File: src/rtl/serial_adder.sv
// serial_adder: bit-serial WIDTH-bit adder around a single full-adder cell.
// Ports: clk, rst (sync, active-high), start/a/b/cin in; busy, done, sum, cout out.

module fulladder (
    input  logic a,
    input  logic b,
    input  logic cin,
    output logic s,
    output logic cout
);
    assign s    = a ^ b ^ cin;
    assign cout = (a & b) | (cin & (a ^ b));
endmodule

module serial_adder #(
    parameter int WIDTH = 8
) (
    input  logic             clk,
    input  logic             rst,
    input  logic             start,
    input  logic [WIDTH-1:0] a,
    input  logic [WIDTH-1:0] b,
    input  logic             cin,
    output logic             busy,
    output logic             done,
    output logic [WIDTH-1:0] sum,
    output logic             cout
);
    localparam int CW = (WIDTH > 1) ? $clog2(WIDTH) : 1;
    localparam logic [CW-1:0] LAST = CW'(WIDTH - 1);

    localparam logic [1:0] IDLE = 2'd0;
    localparam logic [1:0] RUN  = 2'd1;
    localparam logic [1:0] DONE = 2'd2;

    logic [1:0]       state;
    logic [WIDTH-1:0] a_sh;
    logic [WIDTH-1:0] b_sh;
    logic [WIDTH-1:0] res_sh;
    logic             carry;
    logic [CW-1:0]    cnt;
    logic             fa_s;
    logic             fa_cout;

    fulladder u_fa (
        .a    (a_sh[0]),
        .b    (b_sh[0]),
        .cin  (carry),
        .s    (fa_s),
        .cout (fa_cout)
    );

    assign busy = (state == RUN);
    assign done = (state == DONE);

    always_ff @(posedge clk) begin
        if (rst) begin
            state  <= IDLE;
            a_sh   <= '0;
            b_sh   <= '0;
            res_sh <= '0;
            carry  <= 1'b0;
            cnt    <= '0;
            sum    <= '0;
            cout   <= 1'b0;
        end else begin
            case (state)
                IDLE, DONE: begin
                    if (start) begin
                        a_sh  <= a;
                        b_sh  <= b;
                        carry <= cin;
                        cnt   <= '0;
                        state <= RUN;
                    end else begin
                        state <= IDLE;
                    end
                end
                RUN: begin
                    // Sum bits enter at the MSB so the LSB lands at bit 0
                    // after exactly WIDTH shifts.
                    res_sh <= {fa_s, res_sh[WIDTH-1:1]};
                    a_sh   <= a_sh >> 1;
                    b_sh   <= b_sh >> 1;
                    carry  <= fa_cout;
                    cnt    <= cnt + 1'b1;
                    if (cnt == LAST) begin
                        sum   <= {fa_s, res_sh[WIDTH-1:1]};
                        cout  <= fa_cout;
                        state <= DONE;
                    end
                end
                default: state <= IDLE;
            endcase
        end
    end
endmodule
File: config.mk
export PLATFORM = sky130hd
export DESIGN_NAME = serial_adder
export DESIGN_NICKNAME = d
export VERILOG_FILES = /design/src/rtl/serial_adder.sv
export SDC_FILE = /design/constraint.sdc
export NUM_CORES = 1
export LEC_CHECK = 0
export ABC_AREA = 1
export CORE_ASPECT_RATIO = 0.5
export CORE_MARGIN = 2
export CORE_UTILIZATION = 50
export DETAILED_ROUTE_END_ITERATION = 8
export GPL_TIMING_DRIVEN = 0
export PLACE_DENSITY = 0.76
export SLEW_MARGIN = 20
export SYNTH_ARGS = -nofsm -noshare
export SYNTH_HDL_FRONTEND = slang
export SYNTH_HIERARCHICAL = 1
export SYNTH_SLANG_ARGS = --single-unit
export TNS_END_PERCENT = 20
File: constraint.sdc
create_clock -name clk -period 1.7 [get_ports clk]
set_clock_uncertainty 0.2 [all_clocks]
set_input_delay 0.34 -clock clk [delete_from_list [all_inputs] [get_ports clk]]
set_output_delay 0.34 -clock clk [all_outputs]
set_load 0.03 [all_outputs]
Word-level counts from Yosys, hierarchy flattened. Cells that the tools add are included.

Logic and storage cells: 35. Bits of input ports: 20. Bits in registers: 39. Output and inout bits: 11.

Equality and inequality tests: 5. Reduce and logical (&&, ||, !) cells: 5. Add/sub/neg operators: 1. Bitwise operators: 5. Muxes and demuxes: 11.

Operators by type and width (number): case mux 8 bit (2 select lines) (2); 2-to-1 mux 8 bit (2); case mux 3 bit (2 select lines) (1); case mux 2 bit (2 select lines) (1); AND reduction 2 bit (2); adder 3 x 1 -> 3 bit (second input constant) (1); == test 3 bit (second input constant) (1); 2-to-1 mux 3 bit (1); AND 1 bit (2); == test 2 x 1 -> 1 bit (second input constant) (1); == test 2 bit (second input constant) (1); zero test 2 bit (1); 2-to-1 mux 1 bit (2); 2-to-1 mux 2 bit (1); != test 2 x 1 -> 1 bit (second input constant) (1); != test 2 bit (second input constant) (1); case mux 1 bit (2 select lines) (1); nonzero test 2 bit (1); OR reduction 2 bit (1); bitwise XOR 1 bit (2); OR 1 bit (1).

Logic depth before layout (Yosys ltp).
Word-level depth: 4. Mapped depth: 7. Depth with buffers taken out: 7.

Cells and area by module. Netlist, hierarchy kept.

By module, submodules not included: serial_adder (area an instance 1765.4 um2, cells each 251, instances 1, seq. area each 760.7 um2); fulladder (area an instance 20.0 um2, cells each 1, instances 1, seq. area each 0.0 um2).

Least setup slack after synthesis. OpenSTA, ideal clock, no wires.

Path type: reg2out. From: register state[1]. To: output done. Required time: 1.160 ns. Stages on the path, launching flop included: 4. Buffers on the path: 1. Arrival time: 1.030 ns. Slack: 0.130 ns. Cells stage by stage: dfxtp_1 -> inv_2 -> buf_2 -> nor2_1.

Longest elaborated chain between the ends: 1.

RTL lines: start: declaration (line 36) `logic [1:0] state;`; start signal: assignment (line 58) `state <= IDLE;`; start signal: assignment (line 74) `state <= RUN;`; start signal: assignment (line 76) `state <= IDLE;`; == test 2 bit (line 54) `assign done = (state == DONE);`; end: declaration (line 25) `output logic done,`.

Every way passes these cells.

Final worst setup path.
From: register state[0]. To: output busy.

Longest elaborated chain between the ends: 1.

RTL lines: == test 2 x 1 -> 1 bit (line 53) `assign busy = (state == RUN);`; end: declaration (line 24) `output logic busy,`.

Every way passes these cells.

==> impl_metrics.py <==
metrics = {
    "status": {
        "status": "finished with violations",
        "violations": "negative setup slack",
    },
    "clock_tree": {
        "cts_root_buf": "clkbuf_8",
        "cts_tree": "yes",
        "cts.sinks": 38,
        "clock_path_buffers": 2,
        "path_clk_slew_ns": 0.08,
        "clk_latency_ns": 0.30,
        "cts_inserted_buffers": 5,
        "htreeDepth": 2,
    },
    "power": {
        "switching_power_mw": 0.565,
        "p_int_mw": 1.45,
        "p_leak_nw": 1.10,
        "power_frac_seq": 0.485,
        "comb_power_share": 0.189,
        "p_per_area_nw_per_um2": 893,
        "power.total_mw": 2.02,
        "ir_worst_vdd_v": 0.000425,
        "clkPwrFrac": 0.326,
        "switching_share": 0.280,
    },
    "floorplan": {
        "die-area_um2": 4090,
        "io_pins": 31,
        "core_um2": 3430,
        "die_w_um": 88.5,
        "start_util": 0.520,
        "die_height_um": 46.3,
        "rows": 15,
    },
    "logic_synthesis": {
        "yosysSeqAreaShare": 0.426,
        "synth_cell_type_count": 18,
        "netlist_area_um2": 1790,
        "syn_area_per_cell_um2": 7.09,
        "syn_nets": 275,
        "yosysWarningCount": 6,
        "syn_inst": 252,
        "synth.ff_latch_count": 38,
    },
    "layout": {
        "diodes": 0,
        "final_cell_area_um2": 2260,
        "regArea_um2": 763,
        "fillers": 333,
        "fin_nets": 312,
        "final_cell_mix": "47 x nand2_1, 41 x nand3_1, 36 x dfxtp_1",
        "multi_input_area_um2": 772,
        "final_common_cell": "nand2_1",
        "drive_gt1_frac": 0.124,
        "synthToLayoutAreaGrowth_pct": 26.6,
    },
    "worst_setup_path": {
        "worstSetupStartpointType": "flip-flop",
        "critPathMostFrequentCell": "buf_6",
        "crit_type": "reg -> out",
        "crit_family": "buffers and inverters",
        "crit_start": "state[0]$_SDFFE_PP0P_",
        "crit_required_ns": 1.16,
        "path_cells": "buf_6 -> inv_4 -> nor2_4 -> buf_6 -> buf_6",
        "r2r-start": "state[1]$_SDFFE_PP0P_",
        "cp_max_fo": 9,
        "cp_slowest_cell": "dfxtp_2",
        "path_buf_inv": 4,
        "crit_path_end_kind": "output port",
        "critPathMaxStageDelay_ns": 0.33,
        "critPathArrivalTime_ns": 1.20,
    },
    "timing": {
        "rsz0062_at_grt": "yes",
        "post-route-min-period_ns": 1.74,
        "fmax_mhz": 574,
        "worstMarginPinSlew_ns": 0.330,
        "hold_violations": 0,
        "setup_violations": 1,
        "drv_slew": 0,
        "max-slew-margin-rel": 0.780,
        "post-route-period-util": 1.03,
        "setup_slack_ns": -0.0427,
        "finalSetupTns_ns": -0.0427,
    },
    "global_route": {
        "grtUsageTotal": 0.207,
        "grt_pass1_wl_um": 6310,
        "grt_max_degree": 18,
        "grt_overflow": 0,
        "grt_pass1_vias": 1460,
        "antenna_found_initial": 0,
    },
    "routing": {
        "wl_per_cell_um": 11.7,
        "drcViolationCount": 0,
        "drt_first_pass_iters": 4,
        "finalWirelength_um": 3980,
        "via_count": 1665,
        "vias_per_cell": 4.88,
        "drtIter0Drc": 82,
        "drtAntennaViolNets": 0,
    },
    "worst_hold_path": {
        "hold_path_class": "in -> reg",
        "hp-start": "rst",
    },
    "place": {
        "place_hpwl_um": 2750,
        "place_area_um2": 2140,
        "gp_congestion": 0.801,
        "portBuffers": 29,
        "dp_slack_ns": -0.395,
    },
    "flow_run": {
        "maxCapViolations": 0,
    },
}
[metal layers]
| layer | vias to the layer above | GRT usage | share of wire |
|---|---|---|---|
| met5 | - | 0 | 0 |
| met4 | 0 | 0.0879 | 0.012 |
| met3 | 7 | 0.0538 | 0.051 |
| met2 | 46 | 0.341 | 0.45 |
| met1 | 746 | 0.264 | 0.49 |
| li1 | 866 | - | - |
[area by class of cell]
| type | instances | area share |
|---|---|---|
| multi-input combinational | 162 | 0.342 |
| sequential | 38 | 0.338 |
| timing repair buffer | 32 | 0.133 |
| inverter | 36 | 0.0609 |
| buffer | 14 | 0.0559 |
| clock buffer | 6 | 0.0365 |
| tap | 51 | 0.0282 |
| clock inverter | 2 | 0.00554 |
[through the flow]
step                hold slack [ns]  instances  utilization
floorplan                     0.228        252            -
detailed placement            0.249        332        0.623
global placement              0.250        332        0.623
global route                  0.144        341        0.658
finish                        0.136        341        0.658
CTS                           0.142        340        0.655
[synth_stat cells, drive strengths merged]
cell	n	area, um2
a21oi	12	60.1
fa	1	20.0
inv	36	135
buf	15	121
nand3b	3	22.5
nand3	41	205
clkbuf	1	3.75
nor3	15	75.1
o21ai	9	45.0
dfxtp	38	761
nand2	50	195
nor2	29	116
ha	2	25.0
[state kept, by name, summed over array words and instances (netlist names)]
register / count
a_sh: 8
b_sh: 8
sum: 8
res_sh: 7
cnt: 3
state: 2
carry: 1
cout: 1
[power by group through the flow]
stage | sequential (mW) | combinational (mW) | clock [mW]
after global placement | 0.997 | 0.355 | 0
after floorplan | 0.993 | 0.258 | 0
after detailed placement | 1.00 | 0.361 | 0
after CTS | 0.980 | 0.375 | 0.666
final | 0.980 | 0.380 | 0.658
after global routing | 0.987 | 0.427 | 0.706
[worst reg2reg max path, delay by kind of cell (launching register included)]
kind / cells / cell delay [ns]
AO/OA/AOI/OAI: 1 / 0.18
buffers and inverters: 2 / 0.46
flip-flops: 1 / 0.34
AND/OR/NAND/NOR: 2 / 0.28
[final timing paths]
| path | slack [ns] | cells after the start | endpoint |
|---|---|---|---|
| min reg2reg | 0.26 | 2 | sum[3]$_SDFFE_PP0P_ |
| max reg2reg | 0.13 | 5 | res_sh[1]$_SDFFE_PP0P_ |
| min | 0.14 | 2 | b_sh[7]$_SDFFE_PP0P_ |
| max | -0.04 | 5 | busy |
[logic make-up after synthesis]
family	after synthesis	share of synthesized area
compound gates	21	0.0589
fa+ha+maj	3	0.0252
buf+inv	52	0.146
flops	38	0.426
simple gates	138	0.344
[timing repair]
item | 4_1_cts | 5_1_grt
pin swaps | 1 | 1
hold buffers | 0 | 0
gates cloned | 0 | 1
endpoints found under the setup margin | 11 | 11
setup buffers | 1 | 1
resized for setup | 31 | 0
(Power assumes the default switching activity.)
